<file path="config.mk">
export PLATFORM = sky130hd
export DESIGN_NAME = uart_tx
export DESIGN_NICKNAME = d
export VERILOG_FILES = /design/src/rtl/uart_tx.sv
export SDC_FILE = /design/constraint.sdc
export NUM_CORES = 1
export LEC_CHECK = 0
export CAP_MARGIN = 15
export CORE_MARGIN = 2
export CORE_UTILIZATION = 54
export DETAILED_ROUTE_END_ITERATION = 10
export PLACE_DENSITY = 0.79
export SYNTH_ARGS = -nofsm -noshare
export SYNTH_HDL_FRONTEND = slang
export SYNTH_SLANG_ARGS = --single-unit
</file>
<file path="constraint.sdc">
create_clock -name clk -period 2.2 [get_ports clk]
set_input_delay 0.22 -clock clk [delete_from_list [all_inputs] [get_ports clk]]
set_output_delay 0.22 -clock clk [all_outputs]
set_load 0.02 [all_outputs]
</file>
<file path="src/rtl/uart_tx.sv">
`timescale 1ns/1ps
`default_nettype none
// +--------------------------------------------------------------------------+
// | uart_tx : LSB-first UART serialiser, start/stop framing, fixed bit period |
// | Optional even-parity bit when UART_TX_PARITY_EN is defined. Rev 1.0       |
// +--------------------------------------------------------------------------+
module uart_tx #(
  parameter int BIT_PERIOD = 10,
  parameter int DATA_BITS  = 8
) (
  input  logic                 clk,
  input  logic                 n_rst,
  input  logic                 tx_start,
  input  logic [DATA_BITS-1:0] tx_data,
  output logic                 serial_out,
  output logic                 tx_busy,
  output logic                 tx_done
);

  localparam int TW = (BIT_PERIOD > 1) ? $clog2(BIT_PERIOD) : 1;
  localparam int CW = $clog2(DATA_BITS) + 1;
  localparam logic [TW-1:0] TIMER_LAST = TW'(BIT_PERIOD - 1);
  localparam logic [CW-1:0] BIT_LAST   = CW'(DATA_BITS - 1);

  typedef enum logic [2:0] {
    IDLE   = 3'd0,
    START  = 3'd1,
    DATA   = 3'd2,
`ifdef UART_TX_PARITY_EN
    PARITY = 3'd4,
`endif
    STOP   = 3'd3
  } state_t;

  state_t               state, state_n;
  logic [TW-1:0]        timer, timer_n;
  logic [CW-1:0]        bit_cnt, bit_cnt_n;
  logic [DATA_BITS-1:0] shift, shift_n;
  logic                 serial_n, busy_n, done_n;
  logic                 bit_tick;
`ifdef UART_TX_PARITY_EN
  logic                 parity, parity_n;
`endif

  assign bit_tick = (timer == TIMER_LAST);

  always_ff @(posedge clk or negedge n_rst) begin
    if (!n_rst) begin
      state      <= IDLE;
      timer      <= '0;
      bit_cnt    <= '0;
      shift      <= '0;
      serial_out <= 1'b1;
      tx_busy    <= 1'b0;
      tx_done    <= 1'b0;
`ifdef UART_TX_PARITY_EN
      parity     <= 1'b0;
`endif
    end else begin
      state      <= state_n;
      timer      <= timer_n;
      bit_cnt    <= bit_cnt_n;
      shift      <= shift_n;
      serial_out <= serial_n;
      tx_busy    <= busy_n;
      tx_done    <= done_n;
`ifdef UART_TX_PARITY_EN
      parity     <= parity_n;
`endif
    end
  end

  always_comb begin
    state_n   = state;
    timer_n   = bit_tick ? '0 : timer + 1'b1;
    bit_cnt_n = bit_cnt;
    shift_n   = shift;
    serial_n  = serial_out;
    busy_n    = tx_busy;
    done_n    = 1'b0;
`ifdef UART_TX_PARITY_EN
    parity_n  = parity;
`endif

    case (state)
      IDLE: begin
        // Outputs are registered, so the start bit is launched on the accept edge.
        timer_n  = '0;
        serial_n = 1'b1;
        busy_n   = 1'b0;
        if (tx_start) begin
          shift_n  = tx_data;
`ifdef UART_TX_PARITY_EN
          parity_n = ^tx_data;
`endif
          state_n  = START;
          busy_n   = 1'b1;
          serial_n = 1'b0;
        end
      end
      START: begin
        if (bit_tick) begin
          state_n  = DATA;
          serial_n = shift[0];
        end
      end
      DATA: begin
        if (bit_tick) begin
          shift_n = {1'b0, shift[DATA_BITS-1:1]};
          if (bit_cnt == BIT_LAST) begin
            bit_cnt_n = '0;
`ifdef UART_TX_PARITY_EN
            state_n   = PARITY;
            serial_n  = parity;
`else
            state_n   = STOP;
            serial_n  = 1'b1;
`endif
          end else begin
            bit_cnt_n = bit_cnt + 1'b1;
            serial_n  = shift_n[0];
          end
        end
      end
`ifdef UART_TX_PARITY_EN
      PARITY: begin
        if (bit_tick) begin
          state_n  = STOP;
          serial_n = 1'b1;
        end
      end
`endif
      STOP: begin
        if (bit_tick) begin
          state_n  = IDLE;
          serial_n = 1'b1;
          busy_n   = 1'b0;
          done_n   = 1'b1;
        end
      end
      default: begin
        state_n   = IDLE;
        timer_n   = '0;
        bit_cnt_n = '0;
        serial_n  = 1'b1;
        busy_n    = 1'b0;
      end
    endcase
  end

endmodule
`default_nettype wire

</file>
==> results of run 1 <==
==> placed cells by master, fill, tap and decap left out, types with 2 or more instances in the layout <==
cell type / Yosys / final
nand2_1: 12 / 12
inv_1: 5 / 5
nor2b_1: 2 / 2
a21oi_1: 4 / 4
nor2_1: 3 / 3
o21ai_0: 2 / 2
a22oi_1: 6 / 6
clkdlybuf4s50_1: 0 / 13
clkbuf_4: 0 / 3
and3b_1: 2 / 2
buf_4: 0 / 5
o211ai_1: 7 / 7
a31oi_1: 2 / 2
mux2i_1: 2 / 2
dfrtp_1: 20 / 20
nand4_1: 3 / 3
nand3_1: 7 / 7
ha_1: 8 / 8
nand3b_1: 4 / 4
==> metrics by stage <==
step,hold slack (ns),worst slack (ns)
after floorplan,-0.0756,0.258
after global placement,0.501,0.331
after detailed placement,0.515,0.233
after CTS,0.270,0.223
after global routing,0.277,0.139
final,0.249,0.236
==> metal layers <==
metal / global-route usage / part of all wire / vias up
li1: - / - / 480
met1: 0.315 / 0.47 / 478
met2: 0.348 / 0.48 / 20
met3: 0.0345 / 0.031 / 6
met4: 0.0921 / 0.017 / 0
met5: 0 / 0 / -
==> critical path, stage by stage, from the launching register on <==
cell and delay [ns]:
dfrtp_1 0.43, inv_1 0.12, ha_1 0.23, or3_4 0.38, a221oi_2 0.34, mux2_1 0.35
==> cell families (layout without fill, tap and decap cells) <==
kind of cell,after synthesis,count (layout),share of synthesized area
compound gates,31,31,0.192
xor+xnor,1,1,0.00718
fa+ha+maj,8,8,0.0821
buf+inv,11,27,0.0421
flops,21,21,0.432
mux,4,4,0.0349
simple gates,44,44,0.210
==> area by class of cell <==
class	instances	area share
Timing Repair Buffer	18	0.118
Sequential cell	21	0.372
Inverter	5	0.0132
Clock inverter	1	0.00353
Clock buffer	3	0.0159
Multi-Input combinational cell	88	0.453
Tap cell	28	0.0247
==> flip-flops by register name (all words and copies together) (netlist names) <==
signal,count
shift,8
tx_busy,1
bit_cnt,4
state,2
serial_out,1
timer,4
tx_done,1
==> where the power goes <==
| part | total (W) | switching [W] | internal (W) |
|---|---|---|---|
| Clock | 0.000185 | 0.000117 | 0.0000678 |
| Combinational | 0.0000276 | 0.0000110 | 0.0000166 |
| Sequential | 0.000386 | 0 | 0.000386 |
==> final timing paths <==
kind | start | to | slack, ns | cells past startpoint
hold / removal | n_rst | bit_cnt[0] | 0.25 | 1
setup / recovery | state[0] | state[1] | 0.24 | 5
max in group asynchronous | n_rst | shift[1] | 1.39 | 2
min in group clk | tx_data[7] | shift[7] | 0.53 | 2
setup reg to reg | state[0] | state[1] | 0.24 | 5
hold reg to reg | shift[7] | shift[7] | 0.54 | 1
==> summary.txt, run 1 <==
STA
  – Min Tclk post-route: 1.96 ns
  – Clock Skew: 0.0101 ns
  – Endpoints failing hold: 0
  – Max_slew headroom: 0.639
  – Worst-Margin Slew: 0.540 ns
  – Slew Viols, Final: 0
  – Final Cycle Share: 0.893
  – Post-Route Setup TNS: 0 ns
  – Achievable clock frequency: 509 MHz
  – Final setup violation count: 0
  – RSZ-0062 raised after global routing: no

Clock network
  – Setup bufs post-CTS: 0
  – Clock transition at path regs: 0.12 ns
  – Resized cells post-CTS: 0
  – CTS tree: done
  – Root Buffer: clkbuf_4
  – Num CTS Buffers: 3
  – H-tree Lvls: 1
  – Sink Count: 21
  – Clock buffer depth: 2
  – Worst-Skew Late Latency: 0.31 ns
  – Hold_buf cts: 0

Floorplan
  – Initial Utilization: 0.562
  – Die ar.: 2660 µm²
  – Io pins: 14
  – Die Y: 51.5 µm
  – Core ar.: 2170 µm²
  – Die width: 51.5 µm
  – Cell row count: 17

Outcome
  – Status: finished clean

Critical path
  – Kind of end point of the critical path: flop
  – CP Data Required Time: 2.40 ns
  – Startpoint Class: flop
  – Worst EP arrival: 2.17 ns
  – CP max FO: 5
  – Crit Path Category: flop to flop

Synthesis
  – Top post-synthesis cells by area: dfrtp_1, ha_1, o211ai_1, a22oi_1, nand2_1
  – Most common cell in the netlist: dfrtp_1
  – Synth top cells by count: dfrtp_1, nand2_1, ha_1, nand3_1, o211ai_1
  – Syn_nets: 139
  – Synth warnings: 0
  – Synthesized instance count: 120
  – Post-synth ARST share: 1.00
  – #FFs+latches synth: 21
  – Distinct cells, synth: 45
  – Number of flops mapped to enable cells by yosys: 0
  – Synthesized area: 1220 µm²
  – Syn Area/Cell: 10.2 µm²
  – Synth Flop Type: dfrtp_1
  – Yosys top cell by area: dfrtp_1
  – Post-synth top area share: 0.410
  – Sequential cell area fraction in the yosys report: 0.432

Placed design
  – Routability cong.: 0.850
  – HPWL after DPL: 1890 µm
  – Port bufs: 13
  – Placed insts: 160
  – DP Area: 1390 µm²

Power and ir drop
  – Power per cell area: 422 nW/µm²
  – Pwr Total: 0.000598 W
  – Cell leakage power: 0.631 nW
  – Peak supply drop: 0.359 mV

Final layout
  – Share of cells above drive strength 1: 0.0956
  – Fillers: 184
  – Final core occ: 0.653
  – Final cell area excluding filler cells: 1420 µm²
  – P&R area growth vs syn: 16.2%
  – Area occupied by multi-input gates: 642 µm²
  – Layout Cells excl Fill: 164
  – Post-layout net count: 156
  – Antenna Cells: 0
  – FF/Latch Area: 527 µm²

Drt
  – Wire per inst: 15.1 µm
  – Routed vias: 984
  – Starting DRT DRC Count: 20
  – Drt first pass iters: 4
  – Vias per inst: 6.00
  – ANT nets after route: 0
  – Drt drc: 0
  – Detailed Route WL: 2480 µm

Flow run
  – Max Cap Viol: 0

GRT
  – GR Util All Layers: 0.224
  – Initial antenna violation count: 0
  – Largest net degree at the start of global routing: 28
  – Vias in the first global route: 936
  – Total gr overflow: 0
  – Global-route wire length before repair: 4370 µm

Hold path
  – Worst min path class: input port to async pin
(Power assumes the default switching activity.)
==> run 2: changes to the inputs <==
--- a/config.mk
+++ b/config.mk
@@ -9,7 +9,7 @@
 export CORE_MARGIN = 2
 export CORE_UTILIZATION = 54
 export DETAILED_ROUTE_END_ITERATION = 10
-export PLACE_DENSITY = 0.79
+export PLACE_DENSITY_LB_ADDON = 0.3
 export SYNTH_ARGS = -nofsm -noshare
 export SYNTH_HDL_FRONTEND = slang
 export SYNTH_SLANG_ARGS = --single-unit
==> summary.txt, run 2 (synthesis results as in run 1) <==
STA
  – Min Tclk post-route: 1.99 ns (was 1.96 ns)
  – Fin worst setup slack: 0.209 ns (was 0.236 ns)
  – Endpoints failing hold: 0 (unchanged)
  – Final setup violation count: 0 (unchanged)
  – Worst-Margin Slew: 0.459 ns (was 0.540 ns)
  – Post-Route Setup TNS: 0 ns (unchanged)
  – RSZ-0062 raised after global routing: no (unchanged)
  – Hold Slack: 0.219 ns (was 0.249 ns)
  – Slew Viols, Final: 0 (unchanged)
  – Final Cycle Share: 0.905 (was 0.893)
  – Achievable clock frequency: 502 MHz (was 509 MHz)
  – Clock Skew: 0.00407 ns (was 0.0101 ns)
  – Max_slew headroom: 0.693 (was 0.639)

Placed design
  – Placed insts: 160 (unchanged)
  – HPWL after DPL: 1880 µm (was 1890 µm)
  – Port bufs: 13 (unchanged)
  – Routability cong.: 0.868 (was 0.850)
  – Placement Setup Slack: 0.212 ns (was 0.233 ns)

Drt
  – Drt first pass iters: 4 (unchanged)
  – Vias per inst: 6.07 (was 6.00)
  – Routed vias: 996 (was 984)
  – ANT nets after route: 0 (unchanged)
  – Drt drc: 0 (unchanged)
  – Starting DRT DRC Count: 30 (was 20)
  – Detailed Route WL: 2510 µm (was 2480 µm)
  – Wire per inst: 15.3 µm (was 15.1 µm)

Clock network
  – Root Buffer: clkbuf_4 (unchanged)
  – Sink Count: 21 (unchanged)
  – H-tree Lvls: 1 (unchanged)
  – Clock buffer depth: 2 (unchanged)
  – Worst-Skew Late Latency: 0.30 ns (was 0.31 ns)
  – Num CTS Buffers: 3 (unchanged)
  – Resized cells post-CTS: 0 (unchanged)
  – Setup bufs post-CTS: 0 (unchanged)
  – Hold_buf cts: 0 (unchanged)
  – Clock transition at path regs: 0.12 ns (about the same)
  – CTS tree: done (unchanged)

Outcome
  – Status: finished clean (unchanged)

Flow run
  – Max Cap Viol: 0 (unchanged)

GRT
  – Total gr overflow: 0 (unchanged)
  – Vias in the first global route: 958 (was 936)
  – Global-route wire length before repair: 4450 µm (was 4370 µm)
  – GR Util All Layers: 0.226 (was 0.224)
  – Largest net degree at the start of global routing: 28 (unchanged)
  – Initial antenna violation count: 0 (unchanged)

Critical path
  – CP max FO: 5 (unchanged)
  – Crit path to: state[1] (unchanged)
  – Worst EP arrival: 2.19 ns (was 2.17 ns)
  – Worst setup startpoint: state[0] (unchanged)
  – Startpoint Class: flop (unchanged)
  – CP Data Required Time: 2.40 ns (about the same)
  – Worst flop-to-flop path endpoint: state[1] (unchanged)
  – R2r setup slk: 0.21 ns (was 0.24 ns)
  – Kind of end point of the critical path: flop (unchanged)
  – RR Startpoint: state[0] (unchanged)
  – FF-to-FF path depth: 5 (unchanged)
  – Crit Path Category: flop to flop (unchanged)

Final layout
  – Post-layout net count: 156 (unchanged)
  – Antenna Cells: 0 (unchanged)
  – P&R area growth vs syn: 16.1% (was 16.2%)
  – Share of cells above drive strength 1: 0.0882 (was 0.0956)
  – Most common library cell in the layout ignoring fill and taps: dfrtp_1 (unchanged)
  – Fillers: 182 (was 184)
  – Largest registers: shift: 8 flops, bit_cnt: 4 flops, timer: 4 flops (unchanged)
  – Most frequent cells in the layout: dfrtp_1, clkdlybuf4s50_1, nand2_1 (unchanged)
  – Max reg flops: 8 (unchanged)
  – Layout Cells excl Fill: 164 (unchanged)
  – Most flops, register: shift (unchanged)

Floorplan
  – Initial Utilization: 0.562 (unchanged)
  – Die ar.: 2660 µm² (unchanged)
  – Io pins: 14 (unchanged)
  – Die Y: 51.5 µm (unchanged)
  – Die width: 51.5 µm (unchanged)
  – Cell row count: 17 (unchanged)
  – Core ar.: 2170 µm² (unchanged)

Power and ir drop
  – Power per cell area: 425 nW/µm² (was 422 nW/µm²)
  – Peak supply drop: 0.305 mV (was 0.359 mV)
  – Cell leakage power: 0.628 nW (was 0.631 nW)

Hold path
  – Worst min path class: input port to async pin (unchanged)
==> run 2: power by group <==
part	switching [W]	internal (W)	leakage [nW]
combinational	0.0000106	0.0000166	0.366
sequential	0	0.000386	0.247
clock	0.000118	0.0000706	0.0150
==> run 2: cell type report <==
type / instances / area [µm²] / area share
Multi-Input combinational cell: 88 / 642 / 0.453
Inverter: 5 / 18.8 / 0.0133
Sequential cell: 21 / 527 / 0.372
Tap cell: 28 / 35.0 / 0.0247
Timing Repair Buffer: 18 / 168 / 0.118
Clock buffer: 4 / 26.3 / 0.0186
==> run 2: worst min-delay path by stage <==
stage | startpoint | endpoint | cells after the start
CTS | n_rst | timer[2] | 1
floorplan | n_rst | bit_cnt[0] | 0
global route | n_rst | timer[2] | 1
finish | n_rst | timer[2] | 1
detailed placement | shift[4] | shift[4] | 1
global placement | shift[4] | shift[4] | 1
==> run 2: per-layer routing <==
layer | vias to the layer above | share of wire | routed length (µm) | global-route usage
li1 | 480 | - | - | -
met1 | 493 | 0.46 | 1160 | 0.300
met2 | 21 | 0.50 | 1240 | 0.372
met3 | 2 | 0.037 | 93 | 0.0374
met4 | 0 | 0.0068 | 17 | 0.0833
met5 | - | 0 | 0 | 0
==> run 2: worst max-delay path: stages, from the launching register on <==
cell and delay, ns:
dfrtp_1 0.44, inv_1 0.12, ha_1 0.24, or3_4 0.39, a221oi_2 0.35, mux2_1 0.35
==> run 2: stage by stage <==
stage,power (W),instance area (µm²),util
2_1_floorplan,0.000394,1220,-
3_3_place_gp,0.000421,1390,0.641
3_5_place_dp,0.000421,1390,0.641
4_1_cts,0.000605,1420,0.653
5_1_grt,0.000622,1420,0.653
6_report,0.000602,1420,0.653
==> run 3: changes to the inputs <==
--- a/config.mk
+++ b/config.mk
@@ -7,8 +7,10 @@
 export LEC_CHECK = 0
 export CAP_MARGIN = 15
 export CORE_MARGIN = 2
-export CORE_UTILIZATION = 54
+export CORE_UTILIZATION = 61
 export DETAILED_ROUTE_END_ITERATION = 10
+export DONT_BUFFER_PORTS = 1
+export GPL_ROUTABILITY_DRIVEN = 0
 export PLACE_DENSITY_LB_ADDON = 0.3
 export SYNTH_ARGS = -nofsm -noshare
 export SYNTH_HDL_FRONTEND = slang
==> summary.txt, run 3 (synthesis results as in run 1) <==
Outcome
  – Status: finished clean (unchanged)

Critical path
  – Critical-path cell list: inv_1 > ha_1 > or3_4 > a221oi_2 > mux2_1 (unchanged)
  – CP max FO: 5 (unchanged)
  – Buffers and inverters on the worst path: 1 (unchanged)
  – Cell depth of the worst setup path: 5 (unchanged)
  – Kind of end point of the critical path: flop (unchanged)
  – Worst EP arrival: 2.15 ns (was 2.19 ns)
  – Crit Path Category: flop to flop (unchanged)
  – FF-to-FF path depth: 5 (unchanged)
  – Crit-path slowest cell: dfrtp_1 (unchanged)
  – CP Data Required Time: 2.39 ns (was 2.40 ns)
  – Startpoint Class: flop (unchanged)
  – Largest stage delay, worst path: 0.44 ns (about the same)
  – Crit-path leading delay family: flip-flops (unchanged)

Drt
  – Routed vias: 921 (was 996)
  – Drt first pass iters: 4 (unchanged)
  – Wire per inst: 15.5 µm (was 15.3 µm)
  – Vias per inst: 6.14 (was 6.07)
  – Starting DRT DRC Count: 39 (was 30)
  – Drt drc: 0 (unchanged)
  – ANT nets after route: 0 (unchanged)
  – Detailed Route WL: 2330 µm (was 2510 µm)

Clock network
  – Num CTS Buffers: 3 (unchanged)
  – Setup bufs post-CTS: 0 (unchanged)
  – Root Buffer: clkbuf_4 (unchanged)
  – Clock transition at path regs: 0.11 ns (was 0.12 ns)
  – H-tree Lvls: 1 (unchanged)
  – Clock buffer depth: 2 (unchanged)
  – Sink Count: 21 (unchanged)
  – Worst-Skew Late Latency: 0.30 ns (about the same)
  – CTS tree: done (unchanged)

STA
  – Worst-Margin Slew: 0.939 ns (was 0.459 ns)
  – Post-Route Setup TNS: 0 ns (unchanged)
  – RSZ-0062 raised after global routing: no (unchanged)
  – Slew Viols, Final: 0 (unchanged)
  – Min Tclk post-route: 1.96 ns (was 1.99 ns)
  – Clock Skew: 0.00441 ns (was 0.00407 ns)
  – Achievable clock frequency: 511 MHz (was 502 MHz)
  – Final setup violation count: 0 (unchanged)
  – Fin worst setup slack: 0.244 ns (was 0.209 ns)
  – Max_slew headroom: 0.372 (was 0.693)
  – Final Cycle Share: 0.889 (was 0.905)
  – Hold Slack: 0.0558 ns (was 0.219 ns)
  – Endpoints failing hold: 0 (unchanged)

Placed design
  – Placement Setup Slack: 0.253 ns (was 0.212 ns)
  – HPWL after DPL: 1690 µm (was 1880 µm)
  – Port bufs: 0 (was 13)

Final layout
  – Most frequent cells in the layout: dfrtp_1, nand2_1, ha_1 (was dfrtp_1, clkdlybuf4s50_1, nand2_1)
  – Max reg flops: 8 (unchanged)
  – Share of cells above drive strength 1: 0.0894 (was 0.0882)
  – Final core occ: 0.670 (was 0.653)
  – Post-layout net count: 143 (was 156)
  – Most flops, register: shift (unchanged)
  – Most common library cell in the layout ignoring fill and taps: dfrtp_1 (unchanged)
  – Antenna Cells: 0 (unchanged)
  – P&R area growth vs syn: 5.54% (was 16.1%)
  – Largest registers: shift: 8 flops, bit_cnt: 4 flops, timer: 4 flops (unchanged)

Flow run
  – Max Cap Viol: 0 (unchanged)

Floorplan
  – Die width: 48.7 µm (was 51.5 µm)
  – Initial Utilization: 0.635 (was 0.562)
  – Cell row count: 16 (was 17)
  – Die ar.: 2370 µm² (was 2660 µm²)
  – Die Y: 48.7 µm (was 51.5 µm)
  – Core ar.: 1920 µm² (was 2170 µm²)
  – Io pins: 14 (unchanged)

Power and ir drop
  – Cell leakage power: 0.576 nW (was 0.628 nW)
  – Pwr Total: 0.000578 W (was 0.000602 W)
  – Power per cell area: 449 nW/µm² (was 425 nW/µm²)
  – Peak supply drop: 0.348 mV (was 0.305 mV)

GRT
  – Global routing met1 resource utilization: 0.291 (was 0.300)
  – GR Util All Layers: 0.214 (was 0.226)
  – Initial antenna violation count: 0 (unchanged)
  – Met3 Resource Use GR: 0.0401 (was 0.0374)
  – Gr busiest metal: met2 (unchanged)
  – Global-route wire length before repair: 3950 µm (was 4450 µm)
  – Total gr overflow: 0 (unchanged)
  – Met2 Usage GRT: 0.338 (was 0.372)
  – Largest net degree at the start of global routing: 28 (unchanged)
  – Vias in the first global route: 881 (was 958)

Hold path
  – Worst min path class: input port to flop (was input port to async pin)
  – Hold Path Stages: 1
==> run 3: changes by cell type in the layout (fill, tap and decap cells not counted) <==
cell | before | now
dlygate4sd3_1 | 0 | 1
clkdlybuf4s50_1 | 13 | 0
buf_4 | 5 | 4
==> run 3: final cells by class <==
type	instances	area, µm²
inverter	5	18.8
fill	157	634
sequential	21	527
timing repair buffer	5	40.0
clock buffer	4	26.3
multi-input combinational	88	642
tap	27	33.8
==> run 3: timing repair <==
action | CTS | global route
resized for setup | 0 | 0
endpoints found under the hold margin | 21 | 0
endpoints found under the setup margin | 0 | 0
hold buffers | 1 | 0
==> run 3: path summary, 6_finish.rpt <==
| kind | start | end | slack [ns] |
|---|---|---|---|
| min | tx_data[7] | shift[7] | 0.06 |
| min in group asynchronous | n_rst | bit_cnt[2] | 0.50 |
| max in group asynchronous | n_rst | state[1] | 1.13 |
| max reg2reg | state[0] | state[1] | 0.24 |
| min reg2reg | shift[4] | shift[4] | 0.52 |
| max | state[0] | state[1] | 0.24 |
==> run 3: report_power, final <==
| group | total (W) | switching, W | internal [W] |
|---|---|---|---|
| Combinational | 0.00000845 | 0.00000718 | 0.00000127 |
| Sequential | 0.000386 | 0 | 0.000386 |
| Clock | 0.000184 | 0.000113 | 0.0000707 |
| Total | 0.000578 | 0.000120 | 0.000458 |
==> run 3: per-layer routing <==
metal  part of all wire  vias up
li1                   -      456
met1               0.49      446
met2               0.47       15
met3              0.028        4
met4              0.010        0
met5                  0        -
==> run 3: through the flow <==
| stage | std cells | cell area (µm²) |
|---|---|---|
| 5_1_grt | 150 | 1290 |
| 3_5_place_dp | 145 | 1250 |
| 2_1_floorplan | 120 | 1220 |
| 6_report | 150 | 1290 |
| 3_3_place_gp | 145 | 1250 |
| 4_1_cts | 150 | 1290 |
==> run 3: worst register-to-register path, delay by kind of cell (launching register included) <==
| kind | cells | cell delay [ns] |
|---|---|---|
| DFF | 1 | 0.44 |
| and+or+nand+nor | 1 | 0.39 |
| muxes | 1 | 0.35 |
| AOI/OAI and AO/OA | 1 | 0.33 |
| adders and majority gates | 1 | 0.23 |
| buffers and inverters | 1 | 0.12 |
